$ cat src/rtl/oam_pkg.sv
// oam_pkg: OAM entry field layout, evaluator FSM states and the vertical hit test
package oam_pkg;
   localparam int ENABLE_BIT     = 31;
   localparam int X_FLIP_BIT     = 30;
   localparam int POS_X_MSB      = 25;
   localparam int POS_X_LSB      = 16;
   localparam int POS_Y_MSB      = 15;
   localparam int POS_Y_LSB      = 6;
   localparam int SPRITE_ROW_MSB = 5;
   localparam int SPRITE_ROW_LSB = 3;
   localparam int SPRITE_COL_MSB = 2;
   localparam int SPRITE_COL_LSB = 0;
   typedef enum logic [1:0] {IDLE, SCAN, DRAIN} eval_state_t;
   // 11-bit compare so pos_y + height never wraps back onto low lines
   function automatic logic y_in_range(input logic [9:0] pos_y, input logic [9:0] y, input logic [10:0] height);
      logic [10:0] lo;
      lo = {1'b0, pos_y};
      return ({1'b0, y} >= lo) && ({1'b0, y} < lo + height);
   endfunction
endpackage

$ cat src/rtl/oam_line_evaluator.sv
// oam_line_evaluator: per-line OAM scan that copies up to CACHE_DEPTH hitting sprites into the line cache
// Ports: clk/rst (async active-high); eval_start/eval_y start a scan for one line;
// oam_addr/oam_rd_en/oam_data form the synchronous OAM read port; cache_we/cache_waddr/cache_wdata
// write the line cache; cache_count/overflow report the result; busy during a scan, done pulses at the end.
module oam_line_evaluator
   import oam_pkg::*;
#(
   parameter int OAM_WIDTH   = 32,
   parameter int OAM_DEPTH   = 8,
   parameter int TILE_HEIGHT = 32,
   parameter int CACHE_DEPTH = 4
) (
   input  logic                           clk,
   input  logic                           rst,
   input  logic                           eval_start,
   input  logic [9:0]                     eval_y,
   output logic [$clog2(OAM_DEPTH)-1:0]   oam_addr,
   output logic                           oam_rd_en,
   input  logic [OAM_WIDTH-1:0]           oam_data,
   output logic                           cache_we,
   output logic [$clog2(CACHE_DEPTH)-1:0] cache_waddr,
   output logic [OAM_WIDTH-1:0]           cache_wdata,
   output logic [$clog2(CACHE_DEPTH):0]   cache_count,
   output logic                           overflow,
   output logic                           busy,
   output logic                           done
);
   localparam int AW = $clog2(OAM_DEPTH);
   localparam int CW = $clog2(CACHE_DEPTH);
   eval_state_t   state;
   logic [9:0]    ey;
   logic          rd_vld;
   logic          drain_last;
   logic [CW:0]   slot;
   logic          hit;
   logic          full;
   // rd_vld marks the cycle in which oam_data answers an issued read
   always_comb hit = rd_vld && oam_data[ENABLE_BIT] && y_in_range(oam_data[POS_Y_MSB:POS_Y_LSB], ey, 11'(TILE_HEIGHT));
   always_comb full = slot == (CW+1)'(CACHE_DEPTH);
   // slot runs one cycle ahead of cache_count so back-to-back hits get distinct slots
   always_ff @(posedge clk or posedge rst)
      if (rst) begin
         state       <= IDLE;
         ey          <= '0;
         rd_vld      <= 1'b0;
         drain_last  <= 1'b0;
         slot        <= '0;
         oam_addr    <= '0;
         oam_rd_en   <= 1'b0;
         cache_we    <= 1'b0;
         cache_waddr <= '0;
         cache_wdata <= '0;
         cache_count <= '0;
         overflow    <= 1'b0;
         busy        <= 1'b0;
         done        <= 1'b0;
      end else begin
         done     <= 1'b0;
         cache_we <= 1'b0;
         rd_vld   <= oam_rd_en;
         if (cache_we) cache_count <= cache_count + 1'b1;
         if (hit && !full) begin
            cache_we    <= 1'b1;
            cache_waddr <= slot[CW-1:0];
            cache_wdata <= oam_data;
            slot        <= slot + 1'b1;
         end
         if (hit && full) overflow <= 1'b1;
         case (state)
            IDLE: if (eval_start) begin
               state       <= SCAN;
               ey          <= eval_y;
               slot        <= '0;
               cache_count <= '0;
               overflow    <= 1'b0;
               oam_addr    <= '0;
               oam_rd_en   <= 1'b1;
               busy        <= 1'b1;
            end
            SCAN: if (oam_addr == AW'(OAM_DEPTH-1)) begin
               state      <= DRAIN;
               oam_rd_en  <= 1'b0;
               drain_last <= 1'b0;
            end else oam_addr <= oam_addr + 1'b1;
            DRAIN: begin
               drain_last <= 1'b1;
               if (drain_last) begin
                  state <= IDLE;
                  busy  <= 1'b0;
                  done  <= 1'b1;
               end
            end
            default: state <= IDLE;
         endcase
      end
endmodule

$ cat config.mk
export PLATFORM = sky130hd
export DESIGN_NAME = oam_line_evaluator
export DESIGN_NICKNAME = d
export VERILOG_FILES = /design/src/rtl/oam_pkg.sv /design/src/rtl/oam_line_evaluator.sv
export SDC_FILE = /design/constraint.sdc
export NUM_CORES = 1
export LEC_CHECK = 0
export CORE_ASPECT_RATIO = 1.75
export CORE_MARGIN = 4
export CORE_UTILIZATION = 51
export DETAILED_ROUTE_END_ITERATION = 8
export PLACE_DENSITY = 0.85
export SLEW_MARGIN = 20
export SYNTH_ARGS = -nofsm -noshare
export SYNTH_HDL_FRONTEND = slang
export SYNTH_SLANG_ARGS = --single-unit
$ cat constraint.sdc
create_clock -name clk -period 3.4 [get_ports clk]
set_input_delay 0.51 -clock clk [delete_from_list [all_inputs] [get_ports clk]]
set_output_delay 0.51 -clock clk [all_outputs]
set_load 0.02 [all_outputs]
==> metrics.log <==
[metrics] total clock buffers created by CTS: 9
[metrics] switching pwr: approximately 1.4 mW
[metrics] transition time of the tightest slew-check pin: 0.822 ns
[metrics] half-perimeter wire length after detailed placement: 5.38 mm
[metrics] post-synth net total: 311
[metrics] net count reported at finish: 416
[metrics] total I/O pin count: 90
[metrics] vertical extent of the die: between 100 and 150 um
[metrics] number of port buffers: 89
[metrics] non-filler instance count after layout: approximately 430
[metrics] worst path required time: 3.63 ns
[metrics] met2 demand-to-capacity share in global routing: 0.392
[metrics] crit path buf inv count: 2
[metrics] leak pwr: 1.94 nW
[metrics] total negative setup slack: 0 ns
[metrics] run status: finished, final reports clean
[metrics] Avg Synthesized Cell Area: about 12 sq um
[metrics] global-route met3 utilization: 0.0474
[metrics] H-tree level count: 3
[metrics] detail-routed via count per cell: about 5.3
[metrics] number of setup buffers added after CTS: 0
[metrics] final core utilization: 0.747
[metrics] number of global-route vias before repair: about 2,500
[metrics] worst min-delay path category: reg -> reg
[metrics] largest vdd supply drop: 0.000483 V
[metrics] post_cts resized: 0
[metrics] Worst Clk Skew: roughly 0.01 ns
[metrics] number of remaining DRC errors: 0
[metrics] sequential fraction of the synthesis area: 0.523
[metrics] largest incremental delay on the critical path: 0.53 ns
[metrics] Placer Congestion: 0.815
[metrics] Initial Utilization: 0.527
[metrics] slowest stage cell on the critical path: sky130_fd_sc_hd__clkdlybuf4s50_1
[metrics] total number of yosys warnings: 0
[metrics] area growth from synthesis to final layout: 41.8%
[metrics] async set-or-reset flop fraction in the synthesized netlist: 1.00
[metrics] total wire length after detailed routing: 6.91 mm
[metrics] number of filler cells placed in the layout: 391
[metrics] WL per Instance: 16.0 um
[metrics] met1 usage in global routing: 0.223
[metrics] type of element capturing the critical path: flop
[metrics] number of enable flip-flop cells after synthesis: 0
[metrics] largest net degree at the start of global routing: 49
[metrics] Seq cells post-synth: 62
[metrics] clock slew seen by the registers of the worst setup and hold paths: 0.08 ns
[metrics] Synth top area share: 0.523
[metrics] Iter 0 DRT Violations: 101
[metrics] die footprint: 7150 sq um
[metrics] ranking of synthesized cells by area: sky130_fd_sc_hd__dfrtp_1, sky130_fd_sc_hd__ha_1, sky130_fd_sc_hd__mux2_4
[metrics] wire length of the first global-routing pass: 11.5 mm
[metrics] category of the most critical setup path: in -> reg
[metrics] Slew Limit Fails: 0
[metrics] dpl cells: 415
[metrics] startpoint kind of the worst setup timing path: primary input
[metrics] MaxCap Viol Count: 0
[metrics] dominant synthesized flop cell: sky130_fd_sc_hd__dfrtp_1
[metrics] placed standard-cell area: 4010 sq um
[metrics] aggregate global-route resource usage: 0.215
[metrics] Post-CTS Hold Fix Bufs: 0
[metrics] total via count after detailed routing: roughly 2,300
[metrics] power share of the combinational group: 0.495
[metrics] post-synthesis cell type with the largest combined area: sky130_fd_sc_hd__dfrtp_1
[metrics] Most common cell on crit path: sky130_fd_sc_hd__ha_1
[metrics] grt peak-use layer: met2
[metrics] power density over the cells: 915 nW/um^2
[metrics] standard-cell rows: 36
[metrics] Routed Antenna Nets: 0
[metrics] delay-heaviest family, CP: buffers and inverters
[metrics] setup repair after global routing missed its margin: false
[metrics] switching part of the total power: 0.366
[metrics] maximum net fanout on the critical path: 12
[metrics] fraction of power consumed by the clock network: 0.167
[metrics] slew margin rel.: 0.451
[metrics] fraction of layout cells with a size suffix above 1: 0.189
[metrics] Final Hold Viols: 0
[metrics] overflow left after global routing: 0
[metrics] most common cell after layout, fill and taps aside: sky130_fd_sc_hd__clkdlybuf4s50_1
[metrics] antenna violations before repair: 0
[metrics] Arrival @ worst endpoint: approximately 3.3 ns
[metrics] post-synthesis instance area: between 2000 and 3000 sq um
[metrics] post-route clock period utilization: 0.893
[metrics] clock root buffer: sky130_fd_sc_hd__clkbuf_8
[metrics] worst-path cell chain: clkdlybuf4s50_1 -> ha_1 -> nand3_1 -> xnor2_1 -> ha_1 -> and3_1 -> nand4_1 -> a211o_1 -> o2111a_2 -> nand2_4 -> buf_4 -> mux2_4
[metrics] Synth Instances: 245
[metrics] maximum count of clock buffers along a single path: 2
[metrics] Yosys cell types: 39
[metrics] CTS tree: done
[metrics] Die X: 65.7 um
[metrics] total internal power: 2.44 mW
[metrics] count of TritonRoute iterations in the first routing pass: 4
[metrics] core region area: 5630 sq um
[metrics] diode count: 0
[metrics] most used cells in the layout excluding fill and tap cells: sky130_fd_sc_hd__clkdlybuf4s50_1, sky130_fd_sc_hd__dfrtp_1, sky130_fd_sc_hd__o21ai_0
[metrics] clock latency of the later-clocked register in the worst-skew pair: about 0.34 ns
[metrics] minimum period implied by the final worst setup slack: 3.04 ns
[metrics] final critical-path setup slack: 0.363 ns
[metrics] Flop pwr share: 0.338
[metrics] Finish-stage setup viols: 0
[metrics] number of sinks handled by clock tree synthesis: 62
[metrics] design area: roughly 4200 sq um
[metrics] pre-CTS worst setup slack: 0.00977 ns
[metrics] top achievable clock speed: 0.329 GHz
==> logic make-up after synthesis <==
logic type / after synthesis / share of synthesized area
compound gates: 58 / 0.120
mux: 32 / 0.143
flops: 62 / 0.523
simple gates: 39 / 0.0704
xor+xnor: 5 / 0.0148
fa+ha+maj: 21 / 0.0886
buf+inv: 28 / 0.0405
==> area by class of cell <==
cell class	count	area [sq um]	area share
clock inverter	5	58.8	0.0140
tap	76	95.1	0.0226
timing repair buffer	101	981	0.233
inverter	21	80.1	0.0190
clock buffer	11	141	0.0336
sequential	62	1550	0.369
multi-input combinational	155	1300	0.309
==> cell usage after synthesis (2+ instances only) <==
| cell | n |
|---|---|
| sky130_fd_sc_hd__nor2_1 | 7 |
| sky130_fd_sc_hd__buf_6 | 2 |
| sky130_fd_sc_hd__o21ai_0 | 33 |
| sky130_fd_sc_hd__mux2_4 | 17 |
| sky130_fd_sc_hd__a211oi_1 | 3 |
| sky130_fd_sc_hd__a31oi_1 | 3 |
| sky130_fd_sc_hd__nand4_1 | 2 |
| sky130_fd_sc_hd__clkbuf_1 | 4 |
| sky130_fd_sc_hd__nand2b_1 | 3 |
| sky130_fd_sc_hd__and2_1 | 2 |
| sky130_fd_sc_hd__dfrtp_1 | 62 |
| sky130_fd_sc_hd__mux2_2 | 14 |
| sky130_fd_sc_hd__nand2_1 | 9 |
| sky130_fd_sc_hd__a21oi_1 | 5 |
| sky130_fd_sc_hd__inv_1 | 20 |
| sky130_fd_sc_hd__nor2b_1 | 3 |
| sky130_fd_sc_hd__xnor2_1 | 4 |
| sky130_fd_sc_hd__ha_1 | 21 |
| sky130_fd_sc_hd__a21o_1 | 5 |
| sky130_fd_sc_hd__nor3_1 | 2 |
| sky130_fd_sc_hd__nand3_1 | 6 |
==> layer usage <==
metal  part of all wire  up-vias
met5                  0        -
met4              0.029        0
li1                   -     1073
met2               0.57       70
met1               0.35     1112
met3              0.047       19
==> metrics by stage <==
| step | power [mW] | hold WS (ns) |
|---|---|---|
| floorplan | 2.42 | 0.456 |
| global placement | 3.14 | 0.419 |
| detailed placement | 3.23 | 0.428 |
| CTS | 3.89 | 0.447 |
| global route | 4.12 | 0.474 |
| finish | 3.85 | 0.451 |
==> flip-flops by register name (all words and copies together) (netlist names) <==
register and flops:
drain_last 1, oam_rd_en 1, state 2, rd_vld 1, slot 3, cache_waddr 2
cache_count 3, oam_addr 3, cache_we 1, busy 1, overflow 1, cache_wdata 32
ey 10, done 1
==> power groups by stage <==
stage | sequential, mW | clock [mW] | combinational, mW
2_1_floorplan | 1.56 | 0 | 0.854
3_3_place_gp | 1.30 | 0 | 1.84
3_5_place_dp | 1.31 | 0 | 1.92
4_1_cts | 1.31 | 0.654 | 1.93
5_1_grt | 1.35 | 0.688 | 2.08
6_report | 1.30 | 0.644 | 1.91
==> worst paths after layout <==
check	from	slack, ns	cells after the start	endpoint
min	oam_rd_en	0.45	0	rd_vld
min reg2reg	oam_rd_en	0.45	0	rd_vld
max in group asynchronous	rst	2.15	3	cache_wdata[9]
min in group asynchronous	rst	0.63	2	cache_wdata[27]
max	oam_data[12]	0.36	12	cache_wdata[22]
max reg2reg	ey[8]	0.95	10	cache_wdata[9]
No activity file was read; power rests on OpenSTA's default activity.
